===== src/rtl/spi_slave_responder.sv =====
// SPI mode-0 slave responder: oversamples SCK/MOSI/CS on CLK, deframes received bytes and
// serializes reply bytes onto MISO, idling MISO high when nothing is queued.
module spi_slave_responder #(
    parameter int unsigned SYNC_STAGES = 2,
    parameter logic [7:0]  IDLE_BYTE   = 8'hFF,
    parameter int unsigned CNT_W       = 10
) (
    input  logic             CLK,
    input  logic             RST_N,
    input  logic             SCK,
    input  logic             MOSI,
    input  logic             CS,
    output logic             MISO,
    output logic [7:0]       rx_data,
    output logic             rx_valid,
    input  logic [7:0]       tx_data,
    input  logic             tx_load,
    output logic             tx_ready,
    output logic             tx_underrun,
    output logic             frame_start,
    output logic             frame_end,
    output logic [CNT_W-1:0] byte_cnt
);

    typedef enum logic [0:0] {StIdle, StActive} state_e;

    logic [SYNC_STAGES-1:0] sck_sync_q, sck_sync_d;
    logic [SYNC_STAGES-1:0] mosi_sync_q, mosi_sync_d;
    logic [SYNC_STAGES-1:0] cs_sync_q, cs_sync_d;
    logic [SYNC_STAGES-1:0] fill_q, fill_d;
    logic                   sck_prev_q, sck_prev_d;
    logic                   cs_prev_q, cs_prev_d;
    logic                   armed_q, armed_d;

    state_e                 state_q, state_d;
    logic [2:0]             bit_cnt_q, bit_cnt_d;
    logic [6:0]             rxsh_q, rxsh_d;
    logic [7:0]             txsh_q, txsh_d;
    logic [7:0]             hold_q, hold_d;
    logic                   hold_full_q, hold_full_d;
    logic                   skip_reload_q, skip_reload_d;

    logic                   miso_q, miso_d;
    logic [7:0]             rx_data_q, rx_data_d;
    logic                   rx_valid_q, rx_valid_d;
    logic                   tx_underrun_q, tx_underrun_d;
    logic                   frame_start_q, frame_start_d;
    logic                   frame_end_q, frame_end_d;
    logic [CNT_W-1:0]       byte_cnt_q, byte_cnt_d;

    logic sck_s, mosi_s, cs_s;
    logic sck_rise, sck_fall, cs_fall, cs_rise;
    logic reload;

    assign sck_s    = sck_sync_q[SYNC_STAGES-1];
    assign mosi_s   = mosi_sync_q[SYNC_STAGES-1];
    assign cs_s     = cs_sync_q[SYNC_STAGES-1];
    assign sck_rise = sck_s & ~sck_prev_q;
    assign sck_fall = ~sck_s & sck_prev_q;
    assign cs_fall  = ~cs_s & cs_prev_q;
    assign cs_rise  = cs_s & ~cs_prev_q;

    always_comb begin
        sck_sync_d  = {sck_sync_q[SYNC_STAGES-2:0], SCK};
        mosi_sync_d = {mosi_sync_q[SYNC_STAGES-2:0], MOSI};
        cs_sync_d   = {cs_sync_q[SYNC_STAGES-2:0], CS};
        fill_d      = {fill_q[SYNC_STAGES-2:0], 1'b1};
        sck_prev_d  = sck_s;
        cs_prev_d   = cs_s;
        // Only a CS that has been genuinely sampled high arms frame detection, so a CS held
        // low across reset release does not look like a falling edge of the preset value.
        armed_d     = armed_q | (fill_q[SYNC_STAGES-1] & cs_s);

        state_d       = state_q;
        bit_cnt_d     = bit_cnt_q;
        rxsh_d        = rxsh_q;
        txsh_d        = txsh_q;
        hold_d        = hold_q;
        hold_full_d   = hold_full_q;
        skip_reload_d = skip_reload_q;
        rx_data_d     = rx_data_q;
        byte_cnt_d    = byte_cnt_q;
        rx_valid_d    = 1'b0;
        tx_underrun_d = 1'b0;
        frame_start_d = 1'b0;
        frame_end_d   = 1'b0;
        reload        = 1'b0;

        case (state_q)
            StIdle: begin
                if (cs_fall && armed_q) begin
                    state_d       = StActive;
                    frame_start_d = 1'b1;
                    bit_cnt_d     = 3'd0;
                    byte_cnt_d    = '0;
                    skip_reload_d = 1'b1;
                    reload        = 1'b1;
                end
            end
            StActive: begin
                if (cs_rise) begin
                    state_d     = StIdle;
                    frame_end_d = 1'b1;
                    bit_cnt_d   = 3'd0;
                    txsh_d      = 8'hFF;
                end else if (sck_rise) begin
                    rxsh_d        = {rxsh_q[5:0], mosi_s};
                    bit_cnt_d     = bit_cnt_q + 3'd1;
                    skip_reload_d = 1'b0;
                    if (bit_cnt_q == 3'd7) begin
                        rx_data_d  = {rxsh_q, mosi_s};
                        rx_valid_d = 1'b1;
                        if (byte_cnt_q != {CNT_W{1'b1}}) begin
                            byte_cnt_d = byte_cnt_q + 1'b1;
                        end
                    end
                end else if (sck_fall) begin
                    // A falling edge before the first rising edge follows the frame-start load.
                    if (bit_cnt_q == 3'd0) begin
                        reload = ~skip_reload_q;
                    end else begin
                        txsh_d = {txsh_q[6:0], 1'b1};
                    end
                end
            end
            default: state_d = StIdle;
        endcase

        if (reload) begin
            if (hold_full_q) begin
                txsh_d      = hold_q;
                hold_full_d = 1'b0;
            end else begin
                txsh_d        = IDLE_BYTE;
                tx_underrun_d = 1'b1;
            end
        end

        // A load races a boundary reload by landing after it: the reload saw an empty register.
        if (tx_load && !hold_full_q) begin
            hold_d      = tx_data;
            hold_full_d = 1'b1;
        end

        miso_d = (state_d == StActive) ? txsh_d[7] : 1'b1;
    end

    always_ff @(posedge CLK or negedge RST_N) begin
        if (!RST_N) begin
            sck_sync_q    <= '0;
            mosi_sync_q   <= '1;
            cs_sync_q     <= '1;
            fill_q        <= '0;
            sck_prev_q    <= 1'b0;
            cs_prev_q     <= 1'b1;
            armed_q       <= 1'b0;
            state_q       <= StIdle;
            bit_cnt_q     <= 3'd0;
            rxsh_q        <= 7'h7F;
            txsh_q        <= 8'hFF;
            hold_q        <= 8'h00;
            hold_full_q   <= 1'b0;
            skip_reload_q <= 1'b0;
            miso_q        <= 1'b1;
            rx_data_q     <= 8'h00;
            rx_valid_q    <= 1'b0;
            tx_underrun_q <= 1'b0;
            frame_start_q <= 1'b0;
            frame_end_q   <= 1'b0;
            byte_cnt_q    <= '0;
        end else begin
            sck_sync_q    <= sck_sync_d;
            mosi_sync_q   <= mosi_sync_d;
            cs_sync_q     <= cs_sync_d;
            fill_q        <= fill_d;
            sck_prev_q    <= sck_prev_d;
            cs_prev_q     <= cs_prev_d;
            armed_q       <= armed_d;
            state_q       <= state_d;
            bit_cnt_q     <= bit_cnt_d;
            rxsh_q        <= rxsh_d;
            txsh_q        <= txsh_d;
            hold_q        <= hold_d;
            hold_full_q   <= hold_full_d;
            skip_reload_q <= skip_reload_d;
            miso_q        <= miso_d;
            rx_data_q     <= rx_data_d;
            rx_valid_q    <= rx_valid_d;
            tx_underrun_q <= tx_underrun_d;
            frame_start_q <= frame_start_d;
            frame_end_q   <= frame_end_d;
            byte_cnt_q    <= byte_cnt_d;
        end
    end

    assign MISO        = miso_q;
    assign rx_data     = rx_data_q;
    assign rx_valid    = rx_valid_q;
    assign tx_ready    = ~hold_full_q;
    assign tx_underrun = tx_underrun_q;
    assign frame_start = frame_start_q;
    assign frame_end   = frame_end_q;
    assign byte_cnt    = byte_cnt_q;

endmodule


===== config.mk =====
export PLATFORM = sky130hd
export DESIGN_NAME = spi_slave_responder
export DESIGN_NICKNAME = d
export VERILOG_FILES = /design/src/rtl/spi_slave_responder.sv
export SDC_FILE = /design/constraint.sdc
export NUM_CORES = 1
export LEC_CHECK = 0
export ABC_AREA = 0
export CAP_MARGIN = 15
export CORE_MARGIN = 5
export CORE_UTILIZATION = 47
export DETAILED_ROUTE_END_ITERATION = 6
export PLACE_DENSITY_LB_ADDON = 0.1
export SLEW_MARGIN = 20
export SYNTH_ARGS = -nofsm -noshare
export SYNTH_HDL_FRONTEND = slang
export SYNTH_SLANG_ARGS = --single-unit

===== constraint.sdc =====
create_clock -name CLK -period 2.2 [get_ports CLK]
set_input_delay 0.33 -clock CLK [delete_from_list [all_inputs] [get_ports CLK]]
set_output_delay 0.33 -clock CLK [all_outputs]
set_load 0.02 [all_outputs]

==> results of run 1 <==
## sequential cells by signal, summed over array words and instances (netlist names)
| register | flops |
|---|---|
| fill_q | 2 |
| rxsh_q | 7 |
| tx_underrun | 1 |
| rx_valid | 1 |
| armed_q | 1 |
| MISO | 1 |
| txsh_q | 8 |
| sck_prev_q | 1 |
| frame_start | 1 |
| cs_sync_q | 2 |
| hold_q | 8 |
| rx_data | 8 |
| mosi_sync_q | 2 |
| byte_cnt | 10 |
| bit_cnt_q | 3 |
| frame_end | 1 |
| sck_sync_q | 2 |
| state_q | 1 |
| skip_reload_q | 1 |
| hold_full_q | 1 |
| cs_prev_q | 1 |
## kinds of logic (layout without fill, tap and decap cells)
group	Yosys count	count (layout)	synth area share (%)
flip-flops	63	63	58.5
adder cells (fa/ha/maj)	4	4	1.83
multiplexers	13	13	5.25
AO/OA/AOI/OAI	48	48	13.7
other	1	1	0.137
buffers and inverters	24	75	4.52
AND/OR/NAND/NOR	82	82	16.1
## worst max-delay path, cell delays in order (launching register included)
cell and delay (ns):
dfstp_2 0.55, nand2b_1 0.30, nand4_4 0.31, o21a_1 0.31, a211o_1 0.30
## power groups by stage
| stage | Combinational [mW] | Clock [mW] | Sequential (mW) |
|---|---|---|---|
| 5_1_grt | 0.697 | 0.978 | 1.64 |
| 4_1_cts | 0.629 | 0.910 | 1.61 |
| 3_5_place_dp | 0.626 | 0 | 1.63 |
| 2_1_floorplan | 0.445 | 0 | 1.60 |
| 3_3_place_gp | 0.618 | 0 | 1.62 |
| 6_report | 0.618 | 0.881 | 1.61 |
## layout by cell type (no fill, tap or decap), types with 3 or more instances in the layout
master            n
dfrtp_1          42
nand2_1          39
clkdlybuf4s50_1  36
dfstp_2          21
inv_1            15
mux2_2           11
clkbuf_8         11
a21oi_1           8
and3_1            8
o21ai_0           7
o32a_1            7
nor2_1            6
a21oi_2           5
buf_4             5
nand2b_1          4
nor2b_1           4
nand3_1           4
ha_1              4
clkbuf_1          4
nand4_1           3
a22o_1            3
## layout make-up
cell class	instances	area [sq um]	area share, %
Sequential cell	63	1600	47.7
Multi-Input combinational cell	148	1010	30.1
Timing Repair Buffer	43	423	12.6
Clock buffer	15	166	4.95
Tap cell	72	90.1	2.68
Inverter	16	62.6	1.86
Clock inverter	1	5.00	0.149
## path summary, 6_finish.rpt
| kind | to | slack [ns] | cells past startpoint |
|---|---|---|---|
| min in group CLK | fill_q[1]$_DFF_PN0_ | 0.35 | 0 |
| max in group asynchronous | rxsh_q[5]$_DFFE_PN1P_ | 1.53 | 2 |
| worst min register to register | fill_q[1]$_DFF_PN0_ | 0.35 | 0 |
| worst max register to register | byte_cnt[5]$_DFFE_PN0P_ | 0.32 | 4 |
| worst min-delay path | byte_cnt[3]$_DFFE_PN0P_ | -0.006 | 1 |
| worst max-delay path | byte_cnt[5]$_DFFE_PN0P_ | 0.32 | 4 |
## metal layers
layer	track usage, %	routed length [microns]	up-vias	part of all wire, %
met4	6.80	57	0	1.1
met3	4.56	291	5	5.8
met5	0	0	-	0
met2	22.0	2240	44	45
met1	20.4	2410	907	48
li1	-	-	915	-
==> metrics.cfg, run 1 <==
[outcome]
status=finished with violations
violations=negative hold slack

[global_route]
grt_max_degree=39
grt_pass1_vias=1786
grt_usage_pct=15.0
grt_pass1_wl_microns=8610
antenna_found_initial=0
gr-total-overflow=0

[die]
die_width_microns=86.4
core_area_sq_um=5570
die_area_sq_um=7460
io_pins=38
row_count=27
start_util_pct=49.2
dieHeight_microns=86.4

[logic_synthesis]
synth_area_leaders=dfrtp_1, dfstp_2, nand2_1, mux2_2, o32a_1
ys_ff_latch=63
yosysTopAreaCell=dfrtp_1
synth_top_area_share_pct=38.4
syn_avg_cell_area_sq_um=11.7
yosysSeqAreaShare_pct=58.5
synthesis.instances=235
synth_cell_types=51
async_reset_ff_share_pct=100
syn_area_sq_um=2740
synth_ff_type=dfrtp_1
synth-edff-count=0
syn_nets=253
yosys_warnings=0
synth.most_common_cell=dfrtp_1
synthTopCellsByCount=dfrtp_1, nand2_1, dfstp_2

[cts]
cts-root-buf=clkbuf_8
cts_resized=0
postCtsSetupBuffers=0
ctsLongestPathBuffers=2
numCtsBuffers=9
tritoncts=built
postCtsHoldBufs=0
clk_pin_slew_worst_paths_ns=0.07
clkLatencyLatePin_ns=0.33
cts_sinks=63
htree_levels=3

[setup_path]
crit_arrival_ns=2.10
crit_path_start=cs_prev_q$_DFF_PN1_
worstReg2RegStart=cs_prev_q$_DFF_PN1_
start_kind=flop
end_kind=flop
required_ns=2.42
crit_fanout=18
critPathKind=reg2reg

[sta]
setup_viol=0
max_slew.worst_pin.slew_ns=0.594
final.period_utilization_pct=85.6
finalHoldViolations=2
finalMaxSlewViolations=0
max_freq_mhz=531
fin_worst_skew_ns=0.00866
slew_headroom_pct=60.4
finalSetupTns_ns=0
holdWs_ns=-0.00568
layout_setup_ws_ns=0.318
rsz0062_at_grt=false
period_needed_ns=1.88

[routing]
dr_total_vias=1871
avgViaCountPerCell=5.23
ant_nets=0
route.detailed.drc=0
wire_per_inst_microns=14.0
drt-initial-drc-count=81
drt-total-wl_microns=5000
drt_pass1_iterations=4

[pwr]
clkPwrFrac_pct=28.4
sw_frac_of_total_pct=27.5
p_sw_uw=854
comb_power_share_pct=19.9
pwr-share-seq_pct=51.7
ir_drop_mv=0.601
p_leak_nw=1.50
power.density_nw_per_um2=923
power.internal_mw=2.25
total_power_mw=3.11

[finish]
fill_cells=459
syn_to_final_growth_pct=22.7
stdcell_count=358
drive_above_1_share_pct=23.1
final_util_pct=60.3
final_nets=299
diodes=0
fin_area_sq_um=3360

[placed_design]
dp_hpwl_microns=3460
gp_congestion=0.802
place_area_sq_um=3190
post-place-cells=342
pre_cts_ws_ns=0.322
port_buffers=37

[min_path]
min_path_type=in2async

[flow_run]
drv_cap=0

Note: power is estimated with default switching activity, not from simulation.
==> run 2: changes to the inputs <==
Settings changed: CAP_MARGIN 15 to 20, SLEW_MARGIN 20 to 10.
==> results of run 2 <==
The final DEF is identical to that of run 1; final timing and power are the same.
==> run 3: changes to the inputs <==
Clock period 2.2 ns to 1.7 ns, I/O delays scaled along.
==> run 3 against run 2 <==
Register-to-register slack got worse by 0.30 ns. Non-clock buffer count increased by 19. The flow now finishes without violations. Highest routed layer unchanged. Worst setup slack got worse by 0.30 ns. Clock skew about the same. Largest cell class unchanged.
==> metrics.cfg, run 3 (synthesis gave the netlist of run 1 again) <==
[routing]
avgViaCountPerCell=5.16  ; -1.3%
drt_pass1_iterations=5  ; +1
ant_nets=0  ; unchanged
drt-total-wl_microns=5460  ; +9.1%
highest_layer=met4
wire_per_inst_microns=14.5  ; +3.6%
m1WireLength_microns=2560  ; +5.9%
route.detailed.drc=0  ; unchanged
wl_met2_microns=2580  ; +15%
dr_total_vias=1945  ; +4.0%
route.met3.wl_microns=260  ; -11%
drt-initial-drc-count=78  ; -3.7%

[finish]
layout_commonest_cell=dfrtp_1
syn_to_final_growth_pct=31.1
drive_above_1_share_pct=31.1  ; +8.1 points
final_cell_mix=dfrtp_1, nand2_1, clkdlybuf4s50_1
final_nets=318  ; +6.4%
largest_reg_flops=10  ; unchanged
diodes=0  ; unchanged
fin_area_sq_um=3590  ; +6.8%

[setup_path]
start_kind=flop
end_kind=flop
crit_arrival_ns=1.94  ; -0.16 ns
crit_fanout=5  ; -13
required_ns=1.96  ; -0.46 ns
critPathKind=reg2reg
r2r_slack_ns=0.02  ; -0.30 ns

[global_route]
antenna_found_initial=0  ; unchanged
grt_pass1_wl_microns=9100  ; +5.7%
gr-total-overflow=0  ; unchanged
grt_pass1_vias=1857  ; +4.0%
grt_max_degree=64  ; +64%
grt_usage_pct=15.9  ; +0.93 points

[sta]
period_needed_ns=1.68  ; -0.200 ns
final.period_utilization_pct=99.0  ; +13 points
finalMaxSlewViolations=0  ; unchanged
rsz0062_at_grt=true
fin_worst_skew_ns=0.00821  ; -0.000457 ns
holdWs_ns=0.319  ; +0.325 ns
setup_viol=0  ; unchanged
finalHoldViolations=0  ; -2
max_freq_mhz=594  ; +12%

[min_path]
min_path_type=in2reg

[placed_design]
dp_hpwl_microns=3640  ; +5.3%
place_area_sq_um=3290  ; +3.1%
port_buffers=37  ; unchanged
gp_congestion=0.812  ; +1.2%

[die]
row_count=27  ; unchanged
start_util_pct=49.2  ; unchanged
die_area_sq_um=7460  ; unchanged
dieHeight_microns=86.4  ; unchanged
die_width_microns=86.4  ; unchanged
core_area_sq_um=5570  ; unchanged
io_pins=38  ; unchanged

[cts]
numCtsBuffers=9  ; unchanged
clkLatencyLatePin_ns=0.33  ; about the same
tritoncts=built
cts-root-buf=clkbuf_8
htree_levels=3  ; unchanged
clk_pin_slew_worst_paths_ns=0.08  ; about the same
cts_sinks=63  ; unchanged
ctsLongestPathBuffers=2  ; unchanged

[pwr]
ir_drop_mv=0.825  ; +37%
power.density_nw_per_um2=1180  ; +28%
p_leak_nw=1.73  ; +15%

[flow_run]
drv_cap=0  ; unchanged

[outcome]
status=complete, no violations

run 3: changes by cell type in the layout (fill, tap and decap cells not counted), sizes merged:
cell,delta
clkdlybuf4s50,-10
clkbuf,-6
inv,+1
clkinv,+2
dlymetal6s2s,+5
bufinv,+1
buf,+18
dlygate4sd2,+5
dlygate4sd3,+1
clkinvlp,+2
run 3: metal layers:
layer / up-vias / GRT usage (%)
li1: 953 / -
met1: 943 / 21.7
met2: 42 / 23.4
met3: 7 / 4.66
met4: 0 / 7.65
met5: - / 0
run 3: per-stage QoR:
| stage | setup slack (ns) | util (%) | cells | total power, mW | setup TNS, ns |
|---|---|---|---|---|---|
| after floorplan | 0.0920 | - | 235 | 2.64 | 0 |
| after global placement | -0.0164 | 59.0 | 355 | 2.92 | -0.0714 |
| after detailed placement | -0.0599 | 59.0 | 355 | 2.95 | -0.257 |
| after CTS | 0.000588 | 62.6 | 372 | 4.24 | 0 |
| after global routing | -0.0717 | 64.4 | 377 | 4.50 | -0.355 |
| final | 0.0175 | 64.4 | 377 | 4.23 | 0 |
run 3: what timing repair did:
item	4_1_cts	5_1_grt
buffers inserted	0	5
setup endpoints to repair	10	27
pin swaps	2	5
resized for setup	6	14
hold endpoints to repair	42	0
hold buffers	1	0
run 3: power by group:
group,internal (mW),total [mW],leakage (nW),switching [mW]
Combinational,0.418,0.881,0.863,0.464
Clock,0.678,1.28,0.0956,0.603
Sequential,1.92,2.07,0.766,0.151
run 3: final timing paths:
check,start,end,cells after the start
setup / recovery,bit_cnt_q[0]$_DFFE_PN0P_,txsh_q[2]$_DFFE_PN1P_,7
hold / removal,MOSI,mosi_sync_q[0]$_DFF_PN1_,1
setup reg to reg,bit_cnt_q[0]$_DFFE_PN0P_,txsh_q[2]$_DFFE_PN1P_,7
hold reg to reg,fill_q[0]$_DFF_PN0_,fill_q[1]$_DFF_PN0_,0
max in group asynchronous,RST_N,cs_sync_q[1]$_DFF_PN1_,3
min in group asynchronous,RST_N,byte_cnt[4]$_DFFE_PN0P_,3
run 3: layout make-up:
type	count	area, sq um
Inverter	16	62.6
Multi-Input combinational cell	148	1060
Tap cell	72	90.1
Sequential cell	63	1600
Clock buffer	9	124
Fill cell	444	1980
Timing Repair Buffer	62	578
Clock inverter	7	72.6
run 3: worst max-delay path: stages (launching register included):
cell and delay (ns):
dfrtp_1 0.37, inv_1 0.05, ha_2 0.17, and4bb_1 0.21
a41oi_2 0.28, buf_6 0.17, a21oi_2 0.03, o32a_1 0.32
